### config.mk
export PLATFORM = sky130hd
export DESIGN_NAME = prod_acc
export DESIGN_NICKNAME = d
export VERILOG_FILES = /design/src/rtl/nn_ops_pkg.sv /design/src/rtl/sat_add.sv /design/src/rtl/prod_acc.sv
export SDC_FILE = /design/constraint.sdc
export NUM_CORES = 1
export LEC_CHECK = 0
export ABC_AREA = 1
export BUFFER_PORTS_ARGS = -buffer_cell sky130_fd_sc_hd__buf_2
export CAP_MARGIN = 20
export CORE_MARGIN = 2
export CORE_UTILIZATION = 60
export DETAILED_ROUTE_END_ITERATION = 6
export GPL_ROUTABILITY_DRIVEN = 0
export GPL_TIMING_DRIVEN = 0
export PLACE_DENSITY_LB_ADDON = 0.15
export SLEW_MARGIN = 0
export SYNTH_ARGS = -nofsm -noshare
export SYNTH_HDL_FRONTEND = slang
export SYNTH_SLANG_ARGS = --single-unit
### constraint.sdc
create_clock -name clk -period 4.35 [get_ports clk]
set_input_delay 0.2175 -clock clk [delete_from_list [all_inputs] [get_ports clk]]
set_output_delay 0.2175 -clock clk [all_outputs]
set_load 0.05 [all_outputs]
### src/rtl/nn_ops_pkg.sv
// Shared types and constant helpers for the nn_ops datapath blocks (prod_acc, sat_add).
package nn_ops_pkg;

  typedef enum logic [1:0] {
    IDLE  = 2'd0,
    ACCUM = 2'd1,
    HOLD  = 2'd2
  } prod_acc_state_t;

  localparam int MAX_W = 128;

  // Two's-complement extremes for a w-bit word, returned zero-extended to MAX_W bits.
  function automatic logic [MAX_W-1:0] signed_max(input int w);
    signed_max = (MAX_W'(1) << (w - 1)) - MAX_W'(1);
  endfunction

  function automatic logic [MAX_W-1:0] signed_min(input int w);
    signed_min = MAX_W'(1) << (w - 1);
  endfunction

endpackage

### src/rtl/sat_add.sv
// WIDTH-bit signed adder; saturates and flags overflow when PROD_ACC_SAT_EN is defined,
// otherwise wraps modulo 2^WIDTH with ovf held at 0.
module sat_add
  import nn_ops_pkg::*;
#(
  parameter int WIDTH = 64
) (
  input  logic [WIDTH-1:0] a,
  input  logic [WIDTH-1:0] b,
  output logic [WIDTH-1:0] sum,
  output logic             ovf
);

  logic [WIDTH-1:0] raw;
  assign raw = a + b;

`ifdef PROD_ACC_SAT_EN
  localparam logic [WIDTH-1:0] SMAX = WIDTH'(signed_max(WIDTH));
  localparam logic [WIDTH-1:0] SMIN = WIDTH'(signed_min(WIDTH));

  // Overflow only when both operands share a sign and the raw result flips it.
  always_comb begin
    ovf = (a[WIDTH-1] == b[WIDTH-1]) && (raw[WIDTH-1] != a[WIDTH-1]);
    sum = raw;
    if (ovf) sum = a[WIDTH-1] ? SMIN : SMAX;
  end
`else
  assign sum = raw;
  assign ovf = 1'b0;
`endif

endmodule

### src/rtl/prod_acc.sv
// Sums LEN signed product terms into one result and presents it on a valid/ready output.
// Optional saturation is enabled by defining PROD_ACC_SAT_EN (see sat_add).
module prod_acc
  import nn_ops_pkg::*;
#(
  parameter int WIDTH = 64,
  parameter int LEN   = 16
) (
  input  logic                       clk,
  input  logic                       rst,
  input  logic [WIDTH-1:0]           acc_i,
  input  logic                       acc_valid_i,
  output logic                       acc_ready_o,
  input  logic                       acc_clr_i,
  output logic [WIDTH-1:0]           acc_o,
  output logic                       acc_valid_o,
  input  logic                       acc_ready_i,
  output logic [$clog2(LEN+1)-1:0]   acc_cnt_o,
  output logic                       acc_ovf_o,
  output prod_acc_state_t            dbg_state
);

  localparam int            CW     = $clog2(LEN + 1);
  localparam logic [CW-1:0] LEN_C  = CW'(LEN);
  localparam bit            LEN_ONE = (LEN == 1);

  // Handshakes: a term transfers on a rising edge where acc_valid_i && acc_ready_o;
  // a result transfers where acc_valid_o && acc_ready_i. Sources hold data until transfer.

  prod_acc_state_t  state_q, state_d;
  logic [WIDTH-1:0] sum_q;
  logic [CW-1:0]    cnt_q;
  logic             ovf_q;
  logic             accept;
  logic [CW-1:0]    cnt_inc;
  logic [WIDTH-1:0] add_sum;
  logic             add_ovf;

  assign accept  = acc_valid_i && acc_ready_o;
  assign cnt_inc = cnt_q + CW'(1);

  sat_add #(.WIDTH(WIDTH)) u_sat_add (
    .a   (sum_q),
    .b   (acc_i),
    .sum (add_sum),
    .ovf (add_ovf)
  );

  // State register
  always_ff @(posedge clk or posedge rst) begin
    if (rst) state_q <= IDLE;
    else     state_q <= state_d;
  end

  // Next-state logic; clear overrides every other event
  always_comb begin
    state_d = state_q;
    if (acc_clr_i) begin
      state_d = IDLE;
    end else begin
      case (state_q)
        IDLE:    if (accept) state_d = LEN_ONE ? HOLD : ACCUM;
        ACCUM:   if (accept && (cnt_inc == LEN_C)) state_d = HOLD;
        HOLD:    if (acc_ready_i) state_d = IDLE;
        default: state_d = IDLE;
      endcase
    end
  end

  // Output logic
  always_comb begin
    acc_ready_o = 1'b1;
    acc_valid_o = 1'b0;
    case (state_q)
      HOLD: begin
        acc_ready_o = 1'b0;
        acc_valid_o = 1'b1;
      end
      default: begin
        acc_ready_o = 1'b1;
        acc_valid_o = 1'b0;
      end
    endcase
  end

  // Datapath: running sum, term count and sticky overflow for the current result
  always_ff @(posedge clk or posedge rst) begin
    if (rst) begin
      sum_q <= '0;
      cnt_q <= '0;
      ovf_q <= 1'b0;
    end else if (acc_clr_i) begin
      sum_q <= '0;
      cnt_q <= '0;
      ovf_q <= 1'b0;
    end else begin
      case (state_q)
        IDLE: if (accept) begin
          sum_q <= acc_i;
          cnt_q <= CW'(1);
          ovf_q <= 1'b0;
        end
        ACCUM: if (accept) begin
          sum_q <= add_sum;
          cnt_q <= cnt_inc;
          ovf_q <= ovf_q | add_ovf;
        end
        HOLD: if (acc_ready_i) begin
          cnt_q <= '0;
          ovf_q <= 1'b0;
        end
        default: ;
      endcase
    end
  end

  assign acc_o     = sum_q;
  assign acc_cnt_o = cnt_q;
  assign acc_ovf_o = ovf_q;
  assign dbg_state = state_q;

endmodule

**Yosys cells after proc, flatten, opt, wreduce, memory -nomap -nowiden**

Index checks and enable logic that the tools add are counted.

- $add $sub $neg: 2
- Equality and inequality tests: 7
- Muxes and demuxes: 20
- Reductions and logical operators: 10

Operator list:

| kind | number |
|---|---|
| $mux W64 | 3 |
| $pmux W64 S2 | 1 |
| $add A64 B64 Y64 | 1 |
| $mux W5 | 4 |
| $pmux W5 S3 | 1 |
| $ne A3 B3 Y1 const B | 4 |
| $reduce_and A3 Y1 | 3 |
| $mux W2 | 4 |
| $pmux W2 S3 | 1 |
| $reduce_bool A3 Y1 | 2 |
| $add A5 B1 Y5 const B | 1 |
| $eq A5 B5 Y1 const B | 1 |
| $mux W1 | 5 |
| $reduce_and A4 Y1 | 1 |
| $reduce_bool A4 Y1 | 1 |
| $eq A2 B1 Y1 const B | 1 |
| $eq A2 B2 Y1 const B | 1 |
| $logic_and A1 B1 Y1 | 2 |
| $logic_not A2 Y1 | 1 |
| $pmux W1 S2 | 1 |

- Register bits: 72
- Output and inout port bits: 74
- Logic and storage cells: 43

**Logic depth before layout (Yosys ltp)**

- Depth after elaboration: 7
- Depth in mapped cells: 15
- Mapped depth without buffers: 15

**Modules after synthesis**

From an unflattened synthesis, not the netlist that was laid out.

- Cells, all modules: 1659
- Area total of the unflattened synthesis: 9526.6 µm²

Modules (own cells, without submodules):

| module | instances | cells each | area each (µm²) | sequential area each (µm²) |
|---|---|---|---|---|
| sat_add | 1 | 1287 | 5995.8 | 0.0 |
| prod_acc | 1 | 372 | 3530.9 | 1801.7 |

**Least setup slack after synthesis**

Ideal clock, no wire load.

- Kind: flip-flop to flip-flop
- Start point: reg state_q[0], in the netlist dbg_state[0]
- End point: reg sum_q[32], in the netlist acc_o[32]
- Library setup time: 0.123 ns
- Arrival: 2.497 ns
- Setup slack: 1.730 ns
- Stages on the path, launching flop included: 11
- Buffers on the path: 1
- Clock period less this slack: 2.620 ns
- Cells stage by stage: dfrtp_1 -> inv_1 -> ha_1 -> inv_1 -> nand2_1 -> nand2_1 -> nand3_2 -> clkbuf_1 -> nor2_1 -> o21ai_0 -> nand2_1

- Cells in the longest elaborated chain, start to end: 5

RTL lines:

| what | line | source |
|---|---|---|
| start: declaration | prod_acc.sv:30 | `prod_acc_state_t state_q, state_d;` |
| start signal: assignment | prod_acc.sv:52 | `else state_q <= state_d;` |
| $eq A2 B2 Y1 (*) | prod_acc.sv:74 | `case (state_q)` |
| $mux W1 (*) | prod_acc.sv:74 |  |
| net acc_ready_o | prod_acc.sv:13 | `output logic acc_ready_o,` |
| $logic_and A1 B1 Y1 (*) | prod_acc.sv:39 | `assign accept = acc_valid_i && acc_ready_o;` |
| $ne A3 B3 Y1 (no source line) | - |  |
| $reduce_and A3 Y1 (no source line) (*) | - |  |
| end signal: assignment | prod_acc.sv:99 | `sum_q <= acc_i;` |
| end signal: assignment | prod_acc.sv:104 | `sum_q <= add_sum;` |
| end: declaration | prod_acc.sv:31 | `logic [WIDTH-1:0] sum_q;` |

Mark *: on every way through the listed nets, which the timed path passes. The rest lies on a longest branch.
A chain may end at the register's enable or synchronous reset.

**Worst setup path in the final report**

- Start point: reg state_q[1], in the netlist dbg_state[1]
- End point: reg sum_q[3], in the netlist acc_o[3]

- Cells in the longest elaborated chain, start to end: 5

RTL lines:

| what | line |
|---|---|
| $eq A2 B2 Y1 | prod_acc.sv:74 |
| $mux W1 | prod_acc.sv:74 |
| $logic_and A1 B1 Y1 | prod_acc.sv:39 |
| $ne A3 B3 Y1 (no source line) | - |
| $reduce_and A3 Y1 (no source line) | - |

Several ways; a longest one is shown, not always the timed one.

==> impl_results.md <==
- Slew @ Worst Pin: 0.875 ns
- Core utilization of the finished layout: 69.7%
- DRC errors left: 2
- Tightest Hold Check Type: primary input to asynchronous set/reset pin
- Number of register bits inferred by synthesis: between 70 and 80
- Top-count cell post-synth: sky130_fd_sc_hd__nand2_1
- Portion of the clock cycle consumed by the worst path in the final layout: roughly three fifths
- Total count of hold-check failures in the final report: 0
- Maximum resistive drop on vdd: around 0.40 mV
- Worst-case register-to-register setup slack: 1.71 ns
- Die Span X: between 100 and 150 microns
- Drt pass-1 iters: 7
- Top cell by count, worst path: sky130_fd_sc_hd__nand2_1
- Number of global-route vias before repair: around 10k
- Total of fill cells in the finished design: 1,455
- Number of placement rows: 45
- Number of instances resized during post-cts repair: 0
- Delay of the slowest cell on the worst path: between 0.5 and 0.6 ns
- Critical path launch point: dbg_state[1]
- Post-route total power: about 8.2 mW
- Vertical die dimension: approximately 130 microns
- Min cycle time layout: approximately 2.6 ns
- Number of violations of the max-capacitance limit: 0
- CP Cell Sequence: inv_1 > ha_1 > inv_2 > buf_2 > nand3_1 > nand2_1 > clkbuf_1 > nand2_1 > o31ai_1
- Count of cell instances traversed by the critical path: 9
- Data required time of the critical path: approximately 4.6 ns
- Vias post-DR: 11.0k
- Clock root buffer master: sky130_fd_sc_hd__clkbuf_16
- Top cells by area in the synthesized netlist: sky130_fd_sc_hd__nand2_1 (30%), sky130_fd_sc_hd__dfrtp_1 (19%), sky130_fd_sc_hd__inv_1 (14%)
- Run status: finished with violations
- Worst setup SP type: flop
- Worst setup path category: flop to flop
- Number of antenna violations at the first check in global routing: 0
- Num Clock Sinks: 71
- CTS H-tree depth: 3
- Critical Path Slowest Stage Cell: sky130_fd_sc_hd__nand2_1
- Share of flip-flops with an asynchronous set or reset: 100%
- Sum of overflow across all layers after global routing: 0
- Most frequent cells after synthesis: sky130_fd_sc_hd__nand2_1 (740), sky130_fd_sc_hd__inv_1 (338), sky130_fd_sc_hd__nor2_1 (238)
- Reg clk slew, reported paths: around 0.060 ns
- Most instantiated flip-flop cell in the synthesis netlist: sky130_fd_sc_hd__dfrtp_1
- Max-slew violation count: 0
- Post-Synthesis Cell Area: 9300 sq um
- Detail Route Antenna Nets: 0
- Setup TNS Final: 0 ns
- Worst Skew: 0.00952 ns
- Max FO, Critical Path: 10
- Synth Area per Inst: between 5 and 6 sq um
- Area enclosed by the die boundary: ~17,000 sq um
- Worst path top cell family by delay: buffers and inverters
- Achievable Freq: about 380 MHz
- Number of enable flip-flop cells after synthesis: 0
- Relative slew margins: 41.7%
- TritonCTS buffer count: 9
- Top-level I/O count: roughly 140
- GRT busiest layer: met2
- Total wire length after detailed routing: 29,200 microns
- CTS Buffer Depth: 2
- Power density of the placed cells: between 700 and 800 nW/um^2
- Global-route wire length before repair: 47,100 microns
- Number of different library cells in the post-synthesis netlist: 39
- Routed WL per cell: approximately 14 microns
- Area after DPL: 10,200 sq um
- Data arrival, critical path: around 2.9 ns
- Total number of yosys warnings: 0
- Final number of setup-violating endpoints: 0
- Global-route total usage across every layer: 36.0%
- Initial core utilization: just over 60%
- Met3 Track Usage GR: around 4.8%
- R2R depth: 9
- Crit Reg-Reg Startpoint: dbg_state[1]
- GR met1 Demand/Resource: 42.8%
- Drt first-iter violations: between 900 and 1k
- Pin count of the biggest net entering global routing: about 70
- Final Net Count: a little over 2k
- Setup repair after global routing missed its margin: false
- Worst r2r dst: acc_o[3]
- Kind of capture point of the worst setup path: flop
- N_diodes: 0
- Core area: ~15,000 sq um
- Per-cell via count in the routed design: 5.24
- Capture point of the critical path: acc_o[3]
- Post-route cell area: between 10,000 and 15,000 sq um
- Top cell type by total area after synthesis: sky130_fd_sc_hd__nand2_1
- Clock latency of the later-clocked register in the worst-skew pair: 0.36 ns
- Area fraction of the dominant cell type after synthesis: between 20% and 30%
- Violated checks: design-rule violations
- IO Port Bufs: approximately 140
- Worst hold margin: around 0.050 ns
- Global-route track usage on met2: roughly 62%
- Count of buffers added by post-CTS timing repair for setup: 0
- Post-synth net total: about 1.9k
- Relative area change from synthesis to final layout: 13.5%
- TritonCTS clock tree: done
- Leakage component of the power: just under 7 nW
- Fraction of final layout cells with drive strength greater than 1: about a tenth
- Hpwl dp: between 20,000 and 25,000 microns
- Quantity of hold-fixing buffers added after cts: 0
- Gate count after technology mapping: 1,748
- Bufs and invs on worst path: 4
- Proportion of synthesized chip area in sequential cells: roughly a fifth
-- kinds of logic after synthesis --
logic type / Yosys count / share of synthesized area (%)
adder cells (fa/ha/maj): 70 / 9.50
AO/OA/AOI/OAI: 101 / 5.91
other: 1 / 0.0403
AND/OR/NAND/NOR: 1103 / 47.0
multiplexers: 3 / 0.323
flip-flops: 71 / 19.1
XOR/XNOR: 31 / 2.92
buffers and inverters: 368 / 15.2
-- flip-flops by register name, summed over array words and instances (netlist names) --
| name | flops |
|---|---|
| acc_o | 64 |
| acc_cnt_o | 5 |
| dbg_state | 2 |
-- per-layer routing --
| metal | vias to the layer above | part of all wire (%) |
|---|---|---|
| met5 | - | 0 |
| met4 | 0 | 5.8 |
| met3 | 99 | 7.6 |
| met2 | 483 | 46 |
| met1 | 4840 | 40 |
| li1 | 5534 | - |
-- report_power, final --
| part | leakage [nW] | switching (mW) | total [mW] | internal (mW) |
|---|---|---|---|---|
| registers | 0.920 | 0.259 | 1.22 | 0.960 |
| clock network | 0.151 | 0.317 | 0.815 | 0.498 |
| logic | 5.78 | 4.49 | 6.19 | 1.70 |
| total | 6.85 | 5.06 | 8.22 | 3.16 |
-- worst reg2reg max path, delay by kind of cell, from the launching register on --
family,cells,cell delay [ns]
simple gates,3,0.85
flops,1,0.36
fa+ha+maj,1,0.29
buf+inv,4,0.94
compound gates,1,0.11
-- through the flow --
step                      setup WS, ns  cells
after floorplan                   1.73   1748
after global placement            1.44   2077
after detailed placement          1.76   2077
after CTS                         1.74   2092
after global routing              1.58   2092
final                             1.71   2092
-- cell type report --
cell class	instances	area (sq um)	area share, %
buffer	27	130	1.23
inverter	341	1280	12.2
clock buffer	9	225	2.13
sequential	71	1780	16.8
timing repair buffer	141	706	6.69
clock inverter	6	86.3	0.818
tap	188	235	2.23
multi-input combinational	1309	6110	57.9
-- cell usage in the layout, fill, tap and decap left out, types with 9 or more instances in the layout --
cell type	instances
sky130_fd_sc_hd__o21ai_1	9
sky130_fd_sc_hd__nor2_1	238
sky130_fd_sc_hd__buf_2	145
sky130_fd_sc_hd__nand4_1	10
sky130_fd_sc_hd__clkbuf_1	16
sky130_fd_sc_hd__xor2_1	29
sky130_fd_sc_hd__nand2_1	740
sky130_fd_sc_hd__nor2_2	9
sky130_fd_sc_hd__dfrtp_1	71
sky130_fd_sc_hd__inv_1	337
sky130_fd_sc_hd__ha_1	69
sky130_fd_sc_hd__o31ai_1	12
sky130_fd_sc_hd__o21ai_0	31
sky130_fd_sc_hd__clkbuf_16	9
sky130_fd_sc_hd__nand3_1	79
sky130_fd_sc_hd__a21oi_1	43
sky130_fd_sc_hd__nor3_1	11
-- how the worst min path moves through the flow --
| stage | to | slack [ns] | depth (start not counted) | start |
|---|---|---|---|---|
| 6_report | acc_o[45] | 0.05 | 2 | rst |
| 3_5_place_dp | acc_o[45] | 0.47 | 2 | rst |
| 4_1_cts | acc_o[45] | 0.1 | 2 | rst |
| 5_1_grt | acc_o[46] | 0.15 | 2 | rst |
| 2_1_floorplan | acc_o[10] | 0.40 | 2 | acc_i[10] |
| 3_3_place_gp | acc_o[53] | 0.49 | 2 | acc_o[53] |
No activity file was read; power rests on OpenSTA's default activity.
